$ cat src/rtl/mult_div_pkg.sv
// Shared constants and FSM state encoding for the iterative signed multiply/divide unit.
package mult_div_pkg;

  localparam int unsigned WORD_W = 32;
  localparam int unsigned ITER   = 32;
  localparam int unsigned CNT_W  = $clog2(ITER);

  typedef enum logic [2:0] {
    StIdle,
    StMult,
    StDiv,
    StFix,
    StDone
  } state_e;

endpackage

$ cat src/rtl/sign_fix.sv
// Conditional two's-complement negate; used both for operand magnitudes and result sign fix-up.
module sign_fix #(
  parameter int unsigned Width = 32
) (
  input  logic [Width-1:0] value,
  input  logic             negate,
  output logic [Width-1:0] result
);

  assign result = negate ? (~value + Width'(1)) : value;

endmodule

$ cat src/rtl/mult_div_unit.sv
// Iterative signed 32x32 multiply (shift-add) and divide (restoring) on operand magnitudes.
// Define MULT_DIV_DZERO_CHECK_EN to short-circuit divide-by-zero with a dzero pulse.
module mult_div_unit
  import mult_div_pkg::*;
(
  input  logic              clk,
  input  logic              reset,
  input  logic              MULT_on,
  input  logic              DIV_on,
  input  logic [WORD_W-1:0] A,
  input  logic [WORD_W-1:0] B,
  output logic [WORD_W-1:0] Hi,
  output logic [WORD_W-1:0] Lo,
  output logic              busy,
  output logic              done,
  output logic              dzero
);

  state_e            state_q;
  logic [CNT_W-1:0]  cnt_q;
  logic [WORD_W-1:0] acc_hi_q, acc_lo_q, opnd_q;
  logic              is_mult_q, neg_lo_q, neg_hi_q;

  logic [WORD_W-1:0]   abs_a, abs_b, quo_fix, rem_fix;
  logic [2*WORD_W-1:0] prod_fix;

  sign_fix #(.Width(WORD_W)) u_abs_a (.value(A), .negate(A[WORD_W-1]), .result(abs_a));
  sign_fix #(.Width(WORD_W)) u_abs_b (.value(B), .negate(B[WORD_W-1]), .result(abs_b));

  sign_fix #(.Width(2*WORD_W)) u_fix_prod (
    .value ({acc_hi_q, acc_lo_q}),
    .negate(neg_lo_q),
    .result(prod_fix)
  );
  sign_fix #(.Width(WORD_W)) u_fix_quo (.value(acc_lo_q), .negate(neg_lo_q), .result(quo_fix));
  sign_fix #(.Width(WORD_W)) u_fix_rem (.value(acc_hi_q), .negate(neg_hi_q), .result(rem_fix));

  // acc_hi/acc_lo hold {partial product, multiplier} or {partial remainder, dividend/quotient}
  logic [WORD_W:0]   add_sum, rem_shift;
  logic [WORD_W-1:0] rem_diff, step_hi, step_lo;
  logic              rem_ge;

  always_comb begin
    add_sum   = {1'b0, acc_hi_q} + (acc_lo_q[0] ? {1'b0, opnd_q} : '0);
    rem_shift = {acc_hi_q, acc_lo_q[WORD_W-1]};
    rem_ge    = rem_shift >= {1'b0, opnd_q};
    rem_diff  = rem_shift[WORD_W-1:0] - opnd_q;
    if (is_mult_q) begin
      step_hi = add_sum[WORD_W:1];
      step_lo = {add_sum[0], acc_lo_q[WORD_W-1:1]};
    end else begin
      step_hi = rem_ge ? rem_diff : rem_shift[WORD_W-1:0];
      step_lo = {acc_lo_q[WORD_W-2:0], rem_ge};
    end
  end

  always_ff @(posedge clk) begin
    if (reset) begin
      state_q   <= StIdle;
      cnt_q     <= '0;
      acc_hi_q  <= '0;
      acc_lo_q  <= '0;
      opnd_q    <= '0;
      is_mult_q <= 1'b0;
      neg_lo_q  <= 1'b0;
      neg_hi_q  <= 1'b0;
      Hi        <= '0;
      Lo        <= '0;
      busy      <= 1'b0;
      done      <= 1'b0;
      dzero     <= 1'b0;
    end else begin
      done  <= 1'b0;
      dzero <= 1'b0;
      unique case (state_q)
        StIdle: begin
          cnt_q <= '0;
          if (MULT_on) begin
            state_q   <= StMult;
            busy      <= 1'b1;
            is_mult_q <= 1'b1;
            acc_hi_q  <= '0;
            acc_lo_q  <= abs_b;
            opnd_q    <= abs_a;
            neg_lo_q  <= A[WORD_W-1] ^ B[WORD_W-1];
            neg_hi_q  <= A[WORD_W-1] ^ B[WORD_W-1];
          end else if (DIV_on) begin
`ifdef MULT_DIV_DZERO_CHECK_EN
            if (B == '0) begin
              state_q <= StDone;
              busy    <= 1'b1;
              done    <= 1'b1;
              dzero   <= 1'b1;
            end else
`endif
            begin
              state_q   <= StDiv;
              busy      <= 1'b1;
              is_mult_q <= 1'b0;
              acc_hi_q  <= '0;
              acc_lo_q  <= abs_a;
              opnd_q    <= abs_b;
              neg_lo_q  <= A[WORD_W-1] ^ B[WORD_W-1];
              neg_hi_q  <= A[WORD_W-1];
            end
          end
        end
        StMult, StDiv: begin
          acc_hi_q <= step_hi;
          acc_lo_q <= step_lo;
          cnt_q    <= cnt_q + CNT_W'(1);
          if (cnt_q == CNT_W'(ITER - 1)) state_q <= StFix;
        end
        StFix: begin
          if (is_mult_q) begin
            Hi <= prod_fix[2*WORD_W-1:WORD_W];
            Lo <= prod_fix[WORD_W-1:0];
          end else begin
            Hi <= rem_fix;
            Lo <= quo_fix;
          end
          done    <= 1'b1;
          state_q <= StDone;
        end
        StDone: begin
          busy    <= 1'b0;
          state_q <= StIdle;
        end
        default: state_q <= StIdle;
      endcase
    end
  end

endmodule

$ cat config.mk
export PLATFORM = sky130hd
export DESIGN_NAME = mult_div_unit
export DESIGN_NICKNAME = d
export VERILOG_FILES = /design/src/rtl/mult_div_pkg.sv /design/src/rtl/sign_fix.sv /design/src/rtl/mult_div_unit.sv
export SDC_FILE = /design/constraint.sdc
export NUM_CORES = 1
export LEC_CHECK = 0
export CORE_AREA = 2 2 228 118
export DETAILED_ROUTE_END_ITERATION = 6
export DIE_AREA = 0 0 230 120
export GPL_TIMING_DRIVEN = 0
export HOLD_SLACK_MARGIN = 0.15
export PLACE_DENSITY = 0.76
export SYNTH_ARGS = -nofsm -noshare
export SYNTH_HDL_FRONTEND = slang
export SYNTH_SLANG_ARGS = --single-unit
$ cat constraint.sdc
create_clock -name clk -period 11.1 [get_ports clk]
set_input_delay 2.775 -clock clk [delete_from_list [all_inputs] [get_ports clk]]
set_output_delay 2.775 -clock clk [all_outputs]
set_load 0.02 [all_outputs]
==> results.yml <==
run_status:
  status: "complete, but fails checks"
  violations: "DRC"
placement:
  io_buffers: 131
  dp_hpwl_mm: 45.9
  place.gp.congestion: 1.04
  place_ws_ps: 4610
floorplanning:
  rows: 42
  coreArea_um2: 25700
  dieHeight_um: 120
  io_pins: 135
  die_area_um2: 27600
  die_x_um: 230
  start_util: 0.537
grt:
  antenna_found_initial: 1
  grt_max_degree: 18
  overflow: 0
  first_global_vias: 13800
  grt_pass1_wl_mm: 84.4
  grt_util_all_layers: 0.406
synthesis:
  yosysSeqAreaShare: 0.250
  yosys_register_bits: 173
  async_flop_share: 0
  postSynthAreaPerCell_um2: 7.53
  synth_area_leaders: "dfxtp_1 25%, ha_1 6.3%, xor2_1 5.6%"
  yosysWarningCount: 0
  synth_area_um2: 13800
  syn_inst: 1838
  yosys_most_used_dff: "dfxtp_1"
  synth_top_cell_by_area: "dfxtp_1"
  syn-num-nets: 1978
  synth_edf_count: 0
  synth_top_area_frac: 0.250
  synth_cell_types: 77
cells_and_area:
  insertedDiodeCount: 0
  mostFrequentLayoutCells: "190 x nand2_1, 188 x nor2_1, 173 x dfxtp_1, 152 x a21oi_1, 136 x o21ai_0"
  area_delta_synth_final_pct: 16.9
  layout-drive-gt1-share: 0.0415
  final_nets: 2128
  final_common_cell: "nand2_1"
critical_path:
  cp-end-kind: "flop"
  r2r_end: "acc_hi_q[23]"
  rr_worst_depth: 12
  critPathMaxFanout: 5
  crit_type: "input pin to flop"
  required_ps: 11490
  rr_startpoint: "acc_hi_q[27]"
  start_kind: "input pin"
  arrival_ps: 6660
  ff2ff_setup_slack_ps: 6480
cts:
  ctsResizeCount: 0
  insertion_delay_ps: 470
  cts_hold_buf: 0
  post_cts_buffers: 0
  numCtsBuffers: 17
  cts_max_level: 4
  tritoncts: "built"
  clock_path_buffers: 2
  root_buffer: "clkbuf_16"
  clock_sinks: 173
  path_clk_slew_ps: 70
flow_run:
  maxCapViolCount: 0
timing:
  worst_slack_ps: 4830
  maxSlewViolCount: 0
  rsz0062_at_grt: "false"
  relSlewSlack: 0.298
  fin_crit_ps: 6270
  post-route-period-util: 0.564
  tns_ps: 0
  whs_ps: 451
  fmax_ghz: 0.160
  tightest_slew_ps: 1030
  skew_ps: 21.2
  setup_viol: 0
  hold_viol_final: 0
routing:
  routedWlPerCell_um: 24.4
  vias: 15500
  firstDrtPassIters: 7
  ant_nets: 0
  totalWireLength_mm: 57.3
  drcViolationCount: 14
  via_per_inst: 6.58
  drt_iter0_drc: 2380
worst_hold_path:
  holdPathEnd: "Hi[15]"
  worstHoldPathType: "flop to flop"
  min_from: "Hi[15]"
  whs_path_depth: 2
power:
  peakVddDrop_uv: 146
  powerDensity_nw_per_um2: 315
  power_leakage_nw: 6.22
where the power goes:
group / switching [mW] / internal [mW]
Combinational: 2.19 / 1.26
Sequential: 0.255 / 0.776
Clock: 0.299 / 0.308
synthesized netlist by cell type, drive strengths merged (14+ instances only):
master / count
a222oi: 23
o211ai: 22
nand4: 16
o21ai: 141
nor3: 29
o31ai: 33
a31oi: 14
mux2: 23
a21o: 28
nor4: 17
clkbuf: 106
nand2: 190
dfxtp: 173
xnor2: 78
o41ai: 18
a22oi: 19
a21oi: 152
nand2b: 19
or4: 20
nand3: 30
nor2: 189
nor2b: 14
a211oi: 64
mux2i: 42
inv: 63
xor2: 89
ha: 70
kinds of logic (layout without fill, tap and decap cells):
family | count (synthesis) | after routing | synth area share
flops | 173 | 173 | 0.250
fa+ha+maj | 72 | 72 | 0.0662
other cells | 1 | 1 | 0.000271
mux | 65 | 65 | 0.0491
xor+xnor | 167 | 167 | 0.106
simple gates | 584 | 584 | 0.196
buf+inv | 182 | 344 | 0.0507
compound gates | 594 | 594 | 0.282
through the flow:
step | instances | cell area (um^2) | util | power [mW]
floorplan | 1838 | 13800 | - | 3.31
global placement | 2321 | 15600 | 0.605 | 4.26
detailed placement | 2321 | 15600 | 0.605 | 4.30
CTS | 2352 | 16200 | 0.628 | 4.92
global route | 2352 | 16200 | 0.628 | 5.34
finish | 2352 | 16200 | 0.628 | 5.09
sequential cells by signal, indices dropped and copies added (netlist names):
register and count:
Hi 32, Lo 32, acc_hi_q 32, acc_lo_q 32
opnd_q 32, cnt_q 5, state_q 3, busy 1
done 1, is_mult_q 1, neg_hi_q 1, neg_lo_q 1
critical path, stage by stage:
cell and delay (ps):
clkdlybuf4s50_1 450, or4_1 600, or4_1 490, or3_1 440, or4_1 550, o21ai_1 170, xor2_1 110, o21ai_0 750
a222oi_1 180, nor2_1 130
worst max-delay path by stage:
stage	startpoint	end	slack, ps
2_1_floorplan	A[12]	acc_lo_q[28]	5590
3_3_place_gp	A[12]	acc_lo_q[28]	4660
3_5_place_dp	A[12]	acc_lo_q[28]	4610
4_1_cts	A[12]	acc_lo_q[28]	5090
5_1_grt	A[10]	acc_lo_q[28]	4750
6_report	A[12]	acc_lo_q[28]	4830
routing by layer:
metal | vias up | wire length, um | part of all wire | GRT usage
li1 | 7039 | - | - | -
met1 | 7333 | 26600 | 0.46 | 0.634
met2 | 1051 | 20400 | 0.36 | 0.497
met3 | 64 | 9690 | 0.17 | 0.171
met4 | 0 | 655 | 0.011 | 0.0714
met5 | - | 0 | 0 | 0
area by class of cell:
type	count	area, um^2
multi-input cells	1483	9680
fillers	2348	9580
flip-flops and latches	173	3460
repair buffers	131	1310
plain buffers	119	465
clock buffers	19	453
well taps	352	440
inverters	63	236
clock inverters	12	124
No activity file was read; power rests on OpenSTA's default activity.
